## config.mk

```make
export PLATFORM = sky130hd
export DESIGN_NAME = kronos_if_prefetch
export DESIGN_NICKNAME = d
export VERILOG_FILES = /design/src/rtl/kronos_types.sv /design/src/rtl/kronos_pfbuf.sv /design/src/rtl/kronos_if_prefetch.sv
export SDC_FILE = /design/constraint.sdc
export NUM_CORES = 1
export LEC_CHECK = 0
export CAP_MARGIN = 10
export CORE_AREA = 2 2 133 135
export DETAILED_ROUTE_END_ITERATION = 10
export DIE_AREA = 0 0 135 137
export PLACE_DENSITY = 0.86
export SETUP_SLACK_MARGIN = 0.2
export SLEW_MARGIN = 20
export SYNTH_ARGS = -nofsm -noshare
export SYNTH_HDL_FRONTEND = slang
export SYNTH_SLANG_ARGS = --single-unit
```

## constraint.sdc

```tcl
create_clock -name clk -period 6.1 [get_ports clk]
set_clock_uncertainty 0.15 [all_clocks]
set_input_delay 0.61 -clock clk [delete_from_list [all_inputs] [get_ports clk]]
set_output_delay 0.61 -clock clk [all_outputs]
set_load 0.005 [all_outputs]
```

## src/rtl/kronos_types.sv

```systemverilog
// Shared pipeline types for the Kronos front end.
// pipeIFID_t carries one fetched instruction word and its address from IF to ID.
package kronos_types;

   typedef struct packed {
      logic [31:0] pc;
      logic [31:0] ir;
   } pipeIFID_t;

endpackage

```

## src/rtl/kronos_pfbuf.sv

```systemverilog
// Prefetch buffer: DEPTH-entry synchronous FIFO with flush and a flop-sourced head.
// A pushed entry becomes visible on head_o one cycle later; there is no bypass.
module kronos_pfbuf
   import kronos_types::*;
#(
   parameter int DEPTH = 2,
   localparam int AW = $clog2(DEPTH),
   localparam int CW = AW + 1
)(
   input  logic          clk_i,
   input  logic          rst_i,
   input  logic          flush_i,
   input  logic          push_i,
   input  pipeIFID_t     push_data_i,
   input  logic          pop_i,
   output pipeIFID_t     head_o,
   output logic          head_vld_o,
   output logic [CW-1:0] count_o
);

   pipeIFID_t     mem_q [DEPTH];
   logic [AW-1:0] wptr_q, wptr_d;
   logic [AW-1:0] rptr_q, rptr_d;
   logic [CW-1:0] count_q, count_d;

   // DEPTH is a power of two, so plain pointer increments wrap modulo DEPTH.
   always_comb begin
      wptr_d  = push_i ? wptr_q + AW'(1) : wptr_q;
      rptr_d  = pop_i  ? rptr_q + AW'(1) : rptr_q;
      count_d = count_q + CW'(push_i) - CW'(pop_i);
   end

   always_ff @(posedge clk_i) begin
      if (rst_i) begin
         for (int i = 0; i < DEPTH; i++) mem_q[i] <= '0;
         wptr_q  <= '0;
         rptr_q  <= '0;
         count_q <= '0;
      end else if (flush_i) begin
         wptr_q  <= '0;
         rptr_q  <= '0;
         count_q <= '0;
      end else begin
         if (push_i) mem_q[wptr_q] <= push_data_i;
         wptr_q  <= wptr_d;
         rptr_q  <= rptr_d;
         count_q <= count_d;
      end
   end

   assign head_o     = mem_q[rptr_q];
   assign head_vld_o = (count_q != '0);
   assign count_o    = count_q;

endmodule

```

## src/rtl/kronos_if_prefetch.sv

```systemverilog
// Instruction prefetch stage: one outstanding memory request at a time, results queued
// in kronos_pfbuf and presented to ID as {pc, ir} with valid/ready handshaking.
module kronos_if_prefetch
   import kronos_types::*;
#(
   parameter logic [31:0] BOOT_ADDR = 32'h0,
   parameter int          DEPTH     = 2
)(
   input  logic        clk,
   input  logic        rst,
   output logic [31:0] instr_addr,
   output logic        instr_req,
   input  logic [31:0] instr_data,
   input  logic        instr_ack,
   output pipeIFID_t   fetch,
   output logic        fetch_vld,
   input  logic        fetch_rdy,
   input  logic        branch,
   input  logic [31:0] branch_target
);

   localparam int            CW      = $clog2(DEPTH) + 1;
   localparam logic [CW-1:0] DEPTH_C = CW'(DEPTH);

   // pc_q is the address currently in flight when inflight_q=1, else the next one to request.
   logic          inflight_q, inflight_d;
   logic [31:0]   pc_q, pc_d;
   logic          ack_ok;
   logic          pop;
   logic [CW-1:0] buf_count;
   logic [CW-1:0] count_next;
   pipeIFID_t     head;
   pipeIFID_t     push_data;
   logic          head_vld;
   logic          unused_tgt_lsb;

   kronos_pfbuf #(.DEPTH(DEPTH)) u_pfbuf (
      .clk_i       (clk),
      .rst_i       (rst),
      .flush_i     (branch),
      .push_i      (ack_ok),
      .push_data_i (push_data),
      .pop_i       (pop),
      .head_o      (head),
      .head_vld_o  (head_vld),
      .count_o     (buf_count)
   );

   always_comb begin
      fetch_vld    = head_vld & ~rst;
      fetch        = rst ? '0 : head;
      // Acks landing in a branch cycle belong to the old stream; in the cycle after a
      // branch nothing is in flight, so those acks fall away through inflight_q.
      ack_ok       = instr_ack & inflight_q & ~branch & ~rst;
      pop          = fetch_vld & fetch_rdy;
      push_data.pc = pc_q;
      push_data.ir = instr_data;
      count_next   = buf_count + CW'(ack_ok) - CW'(pop);
      instr_addr   = ack_ok ? pc_q + 32'd4 : pc_q;
      // Reserve a slot for the response: count_next + 1 <= DEPTH.
      instr_req    = ~rst & ~branch & (count_next < DEPTH_C);
      inflight_d   = instr_req;
      pc_d         = branch ? {branch_target[31:2], 2'b00} : instr_addr;
   end

   assign unused_tgt_lsb = ^branch_target[1:0];

   always_ff @(posedge clk) begin
      if (rst) begin
         inflight_q <= 1'b0;
         pc_q       <= {BOOT_ADDR[31:2], 2'b00};
      end else begin
         inflight_q <= inflight_d;
         pc_q       <= pc_d;
      end
   end

endmodule
```

Word-level counts from Yosys, hierarchy flattened. Memory sizes are Yosys's and may differ from the RTL's. A register that Yosys moved wholly into a read port is not among the register bits. Cells that the tools add are included. Widths: inputs -> output; s select.

Flip-flop bits (word level): 37. Memory bits (read-only): 0. Bits of input ports: 69. Output and inout bits: 98. Bits in latches: 0. Memories: 1. Bits in writable memories: 128. Word-level logic and storage cells: 39.

Memory list: u_pfbuf.mem_q (depth 2, bits a word 64, rd ports 1, clocked after Yosys merged registers in 1, write ports 2, RTL line kronos_pfbuf.sv:21) `pipeIFID_t mem_q [DEPTH];`.

Div/mod/pow operators: 0. Bitwise gates (word level): 9. Shift operators: 0. Magnitude comparators: 1. Muxes and demuxes: 14. $mul: 0. Reduce and logical (&&, ||, !) cells: 3. Add/subtract/negate cells: 5. Eq/ne operators: 0.

Operator list (number): $mux 64 (2); $mux 32 (2); $reduce_or 64->1 (1); $add 32x3->32 const B (1); $mux 1 (10); $and 1x1->1 (7); $add 1x1->1 const B (2); $add 2x1->2 (1); $lt 2x2->1 const B (1); $not 1->1 (2); $reduce_bool 2->1 (1); $reduce_or 2->1 (1); $sub 2x1->2 (1).

Logic depth before layout (Yosys ltp).
Depth in word-level cells: 9. Depth in mapped cells: 10. Gate-level depth less buffers: 8.

Modules after synthesis. Synthesis repeated with hierarchy kept, for this count alone.

Cell total of the unflattened synthesis: 669. Area, all modules: 8227.9 um^2.

By module, submodules not included: kronos_pfbuf (cells an instance 379, area each 5888.1 um^2, times used 1); kronos_if_prefetch (cells an instance 290, area each 2339.7 um^2, times used 1).

Worst setup path before layout. No wires, ideal clock.

Path kind: in2reg. Start point: input port rst. End point: memory u_pfbuf.mem_q[0][0] (netlist bit) (enable). Data arrival time: 5746 ps. Path slack: -364 ps. Library setup time: 568 ps. Stages: 5. Cell sequence: clkbuf_1 -> nand4bb_1 -> clkbuf_1 -> clkbuf_1 -> o21ai_0.

RTL lines: start: declaration (RTL line kronos_if_prefetch.sv:10) `input logic rst,`; end: declaration (RTL line kronos_pfbuf.sv:21).

Worst setup path after layout.
Start point: input port branch. End point: output port instr_addr[21].

Longest elaborated chain between the ends: 4.

RTL lines: start: declaration (RTL line kronos_if_prefetch.sv:18) `input logic branch,`; $not 1->1 (RTL line kronos_if_prefetch.sv:54) `ack_ok = instr_ack & inflight_q & ~branch & ~rst;`; $and 1x1->1 (2 in series) (RTL line kronos_if_prefetch.sv:54); $mux 32 (RTL line kronos_if_prefetch.sv:59) `instr_addr = ack_ok ? pc_q + 32'd4 : pc_q;`; end: declaration (RTL line kronos_if_prefetch.sv:11) `output logic [31:0] instr_addr,`.

No other way between the ends.

==> run metrics <==
outcome completed; GRT overflow 0; final cell count without fillers about 1100; Least-Margin Pin Slew roughly 1.1 ns; clock network fraction of total power 0.419; vias in the first global route approximately 5800; Yosys reg bits 160; crit path capture type primary output; Fmax achieved about 220 MHz; placed insts between 1000 and 1500; full die area between 0.015 and 0.02 mm2; Switching Share 0.2302; synth unique cells 46; Initial DRT Pass Iterations 6; CTS Root Cell clkbuf_16; Final Hold Viols 0; post-CTS resize count 0; I/O pin cnt 167; internal power 0.001957 W; Max transition margin 0.2673; mux share of post-synthesis cell area 0.08175; Via Count roughly 5800; Tot GR Track Use 0.2042; Syn Std Cell Area a little under 0.008 mm2; Initial Util 0.4531; Clk Latency, worst-skew pair between 0.4 and 0.5 ns; Area growth syn-to-layout 30.56%; area of all sequential standard cells between 0.004 and 0.005 mm2; global-route wire length before repair a little under 30000 um; initial antenna violation count 0; Adder-Cell Fraction of Synth Area 0.004857; unrepaired setup endpoints after global routing no; minimum clock period after layout 4.586 ns; area occupied by multi-input gates roughly 0.0030 mm2; largest net degree at the start of global routing 71; post-synth top area cell edfxtp_1; ys async rst share 0; htree depth 4; Max rail drop VDD 0.1960 mV; Core Area ~0.017 mm2; chip width about 140 um; mean post-synth cell area roughly 11 um2; Final #Nets 894; Synth Area in XOR/XNOR 0.02153; hold buffers post-CTS 0; max-cap viol count 0; Simple-Gate Fraction of Synth Area 0.2211; combinational power share 0.088; IO Port Bufs between 150 and 200; routed wire length between 15000 and 20000 um; Tcrit/Tclk final 0.7517; P_sw roughly 0.0006 W; Seq/Total Area, Yosys 0.5750; Inserted Diodes 0; CP arrival around 3.8 ns; Placement Rows between 40 and 50; Post-synth EDFFs between 100 and 150; Fillers approximately 1400; wire per inst 17.31 um; Die H ~140 um; clock buffer depth 2; Final Wtd Congestion roughly 0.86; Detailed Route Iter0 Violations 470; CTS Buf Count 17; hpwl dp between 10000 and 15000 um; Worst-path clk slew 0.07 ns; Flop pwr share 0.493; postcts setup bufs 0; HP Class reg2reg; # setup viols final 0; top post-synthesis cells by area edfxtp_1 (48%), dfxtp_1 (9.3%), mux2i_1 (8.0%); compound-cell area share of the yosys netlist 0.05941; Yosys warnings 0; clock sinks between 150 and 200; # DRC 0; max-slew violations 0; worst-path fanout max 44; leakage approximately 3.8 nW; Data required, critical path 5.34 ns; via-per-instance ratio between 5 and 6; Setup CP Type in2out; layout cells sized above 1 0.06946; Synth top area share 0.4818; ys flop type edfxtp_1; DRT antenna net count 0; largest family of logic cells by synthesized area simple AND/OR/NAND/NOR gates; synthesized instance count just under 700; setup_tns 0 ns; PwrDens 252.0 mW/mm2; CTS tree done; CP Launch Type input pin
flip-flops by register name (all words and copies together), names as in the netlist, named ones only:
signal / count
inflight_q: 1
u_pfbuf.count_o: 2
u_pfbuf.mem_q: 124
u_pfbuf.wptr_q: 1
u_pfbuf.rptr_q: 1
pc_q: 30
area by class of cell:
type / count / share of cell area
sequential: 160 / 0.4409
multi-input combinational: 464 / 0.3013
inverter: 10 / 0.003720
clock inverter: 15 / 0.01711
tap: 225 / 0.02790
clock buffer: 17 / 0.04216
timing repair buffer: 169 / 0.1669
critical path, stage by stage:
cell	delay [ns]
clkdlybuf4s50_1	0.39
buf_4	0.22
nand4bb_1	0.20
buf_4	0.23
inv_2	0.58
nand2_1	0.40
or4_1	0.58
nand2_1	0.11
clkdlybuf4s50_1	0.50
logic make-up (layout without fill, tap and decap cells):
| group | count (synthesis) | in the layout |
|---|---|---|
| simple gates | 318 | 318 |
| xor+xnor | 19 | 19 |
| fa+ha+maj | 3 | 3 |
| other cells | 1 | 4 |
| flops | 160 | 160 |
| compound gates | 57 | 57 |
| mux | 63 | 63 |
| buf+inv | 69 | 211 |
final timing paths:
path,start,endpoint,slack [ns],cells past startpoint
setup / recovery,branch,instr_addr[21],1.51,9
hold / removal,u_pfbuf.rptr_q,u_pfbuf.rptr_q,0.39,2
setup reg to reg,inflight_q,u_pfbuf.mem_q[1][8],3.02,6
hold reg to reg,u_pfbuf.rptr_q,u_pfbuf.rptr_q,0.39,2
per-stage QoR:
step / util / instance area (um2) / setup WS [ns] / power [W] / hold slack (ns)
2_1_floorplan: - / 7740 / 1.312 / 0.001362 / 0.3312
3_3_place_gp: 0.5549 / 9465 / 1.550 / 0.001492 / 0.3466
3_5_place_dp: 0.5549 / 9465 / 1.514 / 0.001499 / 0.3665
4_1_cts: 0.5900 / 10060 / 1.506 / 0.002558 / 0.3826
5_1_grt: 0.5916 / 10090 / 1.314 / 0.002627 / 0.4275
6_report: 0.5916 / 10090 / 1.514 / 0.002543 / 0.3911
power groups by stage:
stage / Clock (W) / Sequential (W) / Combinational (W)
3_5_place_dp: 0 / 0.00128 / 0.000224
4_1_cts: 0.00108 / 0.00125 / 0.000226
2_1_floorplan: 0 / 0.00126 / 0.0000979
5_1_grt: 0.00113 / 0.00126 / 0.000244
6_report: 0.00107 / 0.00125 / 0.000225
3_3_place_gp: 0 / 0.00127 / 0.000220
layout by cell type (no fill, tap or decap), types with 3 or more instances in the layout:
master / n
and2_1: 60
a311oi_1: 10
nor2_1: 85
or2_2: 5
o31ai_1: 8
edfxtp_1: 124
inv_1: 9
conb_1: 4
o211ai_1: 3
o21a_1: 16
o311a_1: 4
nand2b_1: 6
inv_6: 5
or4_1: 11
mux2i_1: 62
o31a_1: 4
nand2_1: 28
clkinvlp_4: 3
nand4_1: 7
clkinv_4: 4
ha_1: 3
buf_4: 8
nor3_1: 11
clkbuf_16: 17
nor4_1: 10
nand3_1: 17
xor2_1: 7
dfxtp_1: 34
xnor2_1: 12
clkdlybuf4s50_1: 159
and3_1: 66
cell usage after synthesis (all sizes together) (6+ instances only):
library cell	instances
a311oi	10
and2	60
and3	66
buf	15
clkbuf	44
dfxtp	36
edfxtp	124
inv	10
mux2i	62
nand2	29
nand2b	6
nand3	17
nand4	9
nor2	86
nor3	11
nor4	10
o21a	16
o31ai	8
or2	7
or4	11
xnor2	12
xor2	7
per-layer routing:
layer	vias to the layer above	GRT usage	routed length, um
met5	-	0	0
met4	0	0.07581	322
met3	33	0.04407	1240
met2	255	0.3477	9092
met1	2760	0.2567	7691
li1	2765	-	-
Note: power is estimated with default switching activity, not from simulation.
